===== config.mk =====
export PLATFORM = sky130hd
export DESIGN_NAME = acc_ctrl_sequencer
export DESIGN_NICKNAME = d
export VERILOG_FILES = /design/src/rtl/acc_ctrl_sequencer.sv
export SDC_FILE = /design/constraint.sdc
export NUM_CORES = 1
export LEC_CHECK = 0
export ABC_AREA = 0
export CORE_AREA = 4 4 41 43
export DETAILED_ROUTE_END_ITERATION = 8
export DIE_AREA = 0 0 45 47
export PLACE_DENSITY_LB_ADDON = 0.3
export RECOVER_POWER = 25
export SLEW_MARGIN = 20
export SYNTH_ARGS = -nofsm -noshare
export SYNTH_HDL_FRONTEND = slang
export SYNTH_SLANG_ARGS = --single-unit

===== constraint.sdc =====
create_clock -name clk -period 2.2 [get_ports clk]
set_input_delay 0.33 -clock clk [delete_from_list [all_inputs] [get_ports clk]]
set_output_delay 0.33 -clock clk [all_outputs]
set_load 0.05 [all_outputs]

===== src/rtl/acc_ctrl_sequencer.sv =====
// rtl/acc_ctrl_sequencer.sv - fetch/decode/execute control FSM for the accumulator processor
// Drives register-bank load strobes, mux selects, ALU op and memory requests.
module acc_ctrl_sequencer #(
   parameter int OP_W = 3,
   parameter int ST_W = 3
) (
   input  logic            clk,
   input  logic            clr,
   input  logic            start,
   input  logic [OP_W-1:0] ir_opcode,
   input  logic            acc_zero,
   input  logic            mem_ready,
   output logic            ld_pc,
   output logic            inc_pc,
   output logic            ld_mar,
   output logic            mar_sel,
   output logic            ld_ir,
   output logic            ld_acc,
   output logic            acc_sel,
   output logic [1:0]      alu_op,
   output logic            mem_rd,
   output logic            mem_wr,
   output logic            halted,
   output logic [ST_W-1:0] state
);

   typedef enum logic [2:0] {
      S_IDLE    = 3'd0,
      S_FETCH_A = 3'd1,
      S_FETCH_M = 3'd2,
      S_DECODE  = 3'd3,
      S_EXEC_M  = 3'd4,
      S_HALT    = 3'd5
   } state_t;

   localparam logic [OP_W-1:0] OP_LDA = OP_W'(0);
   localparam logic [OP_W-1:0] OP_STA = OP_W'(1);
   localparam logic [OP_W-1:0] OP_ADD = OP_W'(2);
   localparam logic [OP_W-1:0] OP_SUB = OP_W'(3);
   localparam logic [OP_W-1:0] OP_AND = OP_W'(4);
   localparam logic [OP_W-1:0] OP_JMP = OP_W'(5);
   localparam logic [OP_W-1:0] OP_JZ  = OP_W'(6);

   localparam logic [1:0] ALU_ADD = 2'b00;
   localparam logic [1:0] ALU_SUB = 2'b01;
   localparam logic [1:0] ALU_AND = 2'b10;

   state_t          state_q;
   state_t          state_d;
   logic [OP_W-1:0] op_q;

   always_ff @(posedge clk or negedge clr) begin
      if (!clr) begin
         state_q <= S_IDLE;
         op_q    <= '0;
      end else begin
         state_q <= state_d;
         if (state_q == S_DECODE) begin
            op_q <= ir_opcode;
         end
      end
   end

   // DECODE branches on the live IR field; EXEC_M only ever sees the latched copy.
   always_comb begin
      state_d = state_q;
      ld_pc   = 1'b0;
      inc_pc  = 1'b0;
      ld_mar  = 1'b0;
      mar_sel = 1'b0;
      ld_ir   = 1'b0;
      ld_acc  = 1'b0;
      acc_sel = 1'b0;
      alu_op  = ALU_ADD;
      mem_rd  = 1'b0;
      mem_wr  = 1'b0;
      halted  = 1'b0;

      case (state_q)
         S_IDLE: begin
            if (start) begin
               state_d = S_FETCH_A;
            end
         end

         S_FETCH_A: begin
            ld_mar  = 1'b1;
            state_d = S_FETCH_M;
         end

         S_FETCH_M: begin
            mem_rd = 1'b1;
            if (mem_ready) begin
               ld_ir   = 1'b1;
               inc_pc  = 1'b1;
               state_d = S_DECODE;
            end
         end

         S_DECODE: begin
            case (ir_opcode)
               OP_LDA, OP_STA, OP_ADD, OP_SUB, OP_AND: begin
                  mar_sel = 1'b1;
                  ld_mar  = 1'b1;
                  state_d = S_EXEC_M;
               end
               OP_JMP: begin
                  ld_pc   = 1'b1;
                  state_d = S_FETCH_A;
               end
               OP_JZ: begin
                  ld_pc   = acc_zero;
                  state_d = S_FETCH_A;
               end
               default: begin
                  state_d = S_HALT;
               end
            endcase
         end

         S_EXEC_M: begin
            case (op_q)
               OP_LDA: begin
                  mem_rd  = 1'b1;
                  ld_acc  = mem_ready;
                  acc_sel = mem_ready;
               end
               OP_STA: begin
                  mem_wr = 1'b1;
               end
               OP_ADD: begin
                  mem_rd = 1'b1;
                  alu_op = ALU_ADD;
                  ld_acc = mem_ready;
               end
               OP_SUB: begin
                  mem_rd = 1'b1;
                  alu_op = ALU_SUB;
                  ld_acc = mem_ready;
               end
               OP_AND: begin
                  mem_rd = 1'b1;
                  alu_op = ALU_AND;
                  ld_acc = mem_ready;
               end
               default: begin
               end
            endcase
            if (mem_ready) begin
               state_d = S_FETCH_A;
            end
         end

         S_HALT: begin
            halted = 1'b1;
         end

         default: begin
            state_d = S_IDLE;
         end
      endcase
   end

   assign state = ST_W'(state_q);

endmodule

==> results.sh <==
export IMPL_worst_path_buf_inv=1
export IMPL_grt_start_max_net_pins=14
export IMPL_syn_num_nets=52
export IMPL_setup_crit_start_kind="flip-flop"
export IMPL_crit_slowest_cell="sky130_fd_sc_hd__clkdlybuf4s50_1"
export IMPL_cp_arrival_ns=1.66
export IMPL_htree_num_levels=1
export IMPL_synthDominantCellAreaShare_pct=35.19
export IMPL_total_of_warnings_raised_by_yosys=0
export IMPL_rows=13
export IMPL_post_route_drc_count=0
export IMPL_initialDrtViolationCount=2
export IMPL_synth_area_leaders="sky130_fd_sc_hd__dfrtp_1 35%, sky130_fd_sc_hd__mux2_2 7.9%, sky130_fd_sc_hd__and4b_1 4.7%"
export IMPL_cts_sink_count=6
export IMPL_synth_sequential_area_ratio_pct=35.19
export IMPL_crit_path_end_kind="primary output"
export IMPL_hold_class="input port to asynchronous set/reset pin"
export IMPL_synthCells=44
export IMPL_mappedNetlistArea_sq_um=426.7
export IMPL_fmaxAchievable_mhz=502.8
export IMPL_finish_cell_count_without_fillers=82
export IMPL_grt_pass1_wl_um=1462
export IMPL_cts_buffers_inserted=3
export IMPL_slew_worst_pin_ns=0.5004
export IMPL_chipWidth_um=45
export IMPL_clockBufferDepth=2
export IMPL_clock_power_share_pct=8.3
export IMPL_critical_path_max_fanout=13
export IMPL_p_switching_uw=553.9
export IMPL_vdd_ir_drop_worst_mv=0.9571
export IMPL_detail_route_antenna_nets=0
export IMPL_busiest_layer="met2"
export IMPL_overall_die_area_sq_um=2115
export IMPL_holdBufCountCts=0
export IMPL_setup_viol_count_final=0
export IMPL_postSynthAreaPerCell_sq_um=9.697
export IMPL_areaGrowthSynthToFinish_pct=80.94
export IMPL_clkTransAtPathRegs_ns=0.04
export IMPL_post_cts_setup_buffer_count=0
export IMPL_final_fill_count=119
export IMPL_final_critical_path_setup_slack_ns=0.2112
export IMPL_r2r_worst_path_cells=2
export IMPL_core_region_area_sq_um=1301
export IMPL_cpLargestDelayFamily="buffers and inverters"
export IMPL_drtPass1Iterations=2
export IMPL_slew_headroom_pct=66.54
export IMPL_post_cts_resized=0
export IMPL_timing_setup_critical_path_class="flip-flop to primary output"
export IMPL_cell_internal_pwr_uw=573.5
export IMPL_postRouteWirelength_um=962
export IMPL_ys_seq_elements=6
export IMPL_layout_worst_path_cycle_share_pct=90.40
export IMPL_grtUsageMet3_pct=1.916
export IMPL_grt_antenna_before_repair=0
export IMPL_power_uw=1127
export IMPL_run_status="completed"
export IMPL_rrSetupSlack_ns=0.89
export IMPL_required_time_of_the_critical_path_ns=1.87
export IMPL_report_final_hold_viol_count=0
export IMPL_layout_commonest_cell="sky130_fd_sc_hd__buf_12"
export IMPL_nNetsFinal=77
export IMPL_critical_path_max_stage_delay_ns=0.88
export IMPL_timing_critical_path_to="state[0]"
export IMPL_grtUsageMet1_pct=11.14
export IMPL_clkLatencyLatePin_ns=0.23
export IMPL_commonest_non_fill_non_tap_cells_in_the_layout="10 x sky130_fd_sc_hd__buf_12, 9 x sky130_fd_sc_hd__clkdlybuf4s50_1, 6 x sky130_fd_sc_hd__dfrtp_1"
export IMPL_yosys_area_top_type="sky130_fd_sc_hd__dfrtp_1"
export IMPL_first_global_vias=358
export IMPL_antenna_diode_count=0
export IMPL_maxcap_viol_count=0
export IMPL_grtUsageMet2_pct=16.10
export IMPL_power_frac_comb_pct=68.0
export IMPL_vias=386
export IMPL_floorplan_die_height_um=47
export IMPL_setup_worst_path_start="state[0]$_DFFE_PN0P_"
export IMPL_cts_root_buffer_cell="sky130_fd_sc_hd__clkbuf_4"
export IMPL_critical_path_reg2reg_endpoint="op_q[2]$_DFFE_PN0N_"
export IMPL_cp_num_cells=1
export IMPL_preCtsSetupSlack_ns=0.3715
export IMPL_initial_core_util_pct=32.79
export IMPL_overflow=0
export IMPL_p_seq_share_pct=23.7
export IMPL_gr_usage_all_layers_pct=9.706
export IMPL_final_period_minus_worst_setup_slack_ns=1.989
export IMPL_slew_violations=0
export IMPL_final_setup_skew_ns=0.002909
export IMPL_drt_vias_per_instance=4.707
export IMPL_power_density_cell_area_nw_per_um2=1460
export IMPL_dp_cells=79
export IMPL_hpwl_um=828.9
export IMPL_synth_cell_type_count=24
export IMPL_power_leakage_uw=0.0003320
export IMPL_floorplan_io_pins=23
export IMPL_post_route_cells_drive_above_1_share_pct=31.34
export IMPL_whs_ns=0.3935
export IMPL_worstPathCellList="clkdlybuf4s50_1"
export IMPL_rsz0062_at_grt="false"
export IMPL_totalNegativeSetupSlack_ns=0
export IMPL_globalplace_congestion=0.7341
export IMPL_r2r_start="state[0]$_DFFE_PN0P_"
export IMPL_cts_tree="yes"
export IMPL_buffer_ports_inserted=22
export IMPL_p_sw_share_pct=49.13
export IMPL_wl_per_cell_um=11.73
-- area by class of cell --
type / instances / area, sq um / share of cell area, %
timing repair buffer: 22 / 315.3 / 40.84
tap: 15 / 18.77 / 2.431
sequential: 6 / 150.1 / 19.45
multi-input combinational: 36 / 265.3 / 34.36
clock buffer: 3 / 22.52 / 2.917
-- power groups by stage --
stage | Combinational, uW | Sequential (uW) | Clock (uW)
final | 767 | 267 | 93.4
after global routing | 804 | 283 | 108
after detailed placement | 775 | 269 | 0
after CTS | 776 | 268 | 98.4
after floorplan | 411 | 327 | 0
after global placement | 773 | 267 | 0
-- synthesized netlist by cell type (all sizes together) --
cell type and number:
nor4b 1, nor3b 1, o21ai 1, nor2b 2, and2 1, nor2 5, or4b 1, a21oi 3
xor2 1, dfrtp 6, nand2b 3, and4b 2, nand3b 1, buf 2, a21o 1, o21a 1
a21boi 1, mux2 3, xnor2 1, nand2 2, and3 2, o211ai 1, mux2i 2
-- per-stage QoR --
stage / utilization, % / area (sq um)
after global placement: 57.60 / 749.5
after detailed placement: 57.60 / 749.5
after floorplan: - / 434.2
final: 59.33 / 772.0
after CTS: 59.33 / 772.0
after global routing: 59.33 / 772.0
-- kinds of logic (layout without fill, tap and decap cells) --
group | count (synthesis) | after routing | synth area share, %
and+or+nand+nor | 21 | 21 | 31.97
AOI/OAI and AO/OA | 8 | 8 | 11.73
DFF | 6 | 6 | 35.19
muxes | 5 | 5 | 12.61
xor gates and xnor gates | 2 | 2 | 4.106
buffers and inverters | 2 | 25 | 4.399
-- metal layers --
layer / vias up / part of all wire (%)
met2: 9 / 51
met3: 0 / 5.9
met5: - / 0
li1: 204 / -
met1: 173 / 43
met4: 0 / 0
-- state kept, by name, indices dropped and copies added (netlist names) --
register and flops:
state 3, op_q 3
-- worst min path at each step --
| stage | start | to | depth (start not counted) |
|---|---|---|---|
| floorplan | clr | op_q[0]$_DFFE_PN0N_ | 0 |
| global placement | state[2]$_DFFE_PN0P_ | state[1]$_DFFE_PN0P_ | 1 |
| detailed placement | state[2]$_DFFE_PN0P_ | state[1]$_DFFE_PN0P_ | 1 |
| CTS | clr | op_q[2]$_DFFE_PN0N_ | 1 |
| global route | clr | op_q[1]$_DFFE_PN0N_ | 1 |
| finish | clr | op_q[0]$_DFFE_PN0N_ | 1 |
(Power assumes the default switching activity.)
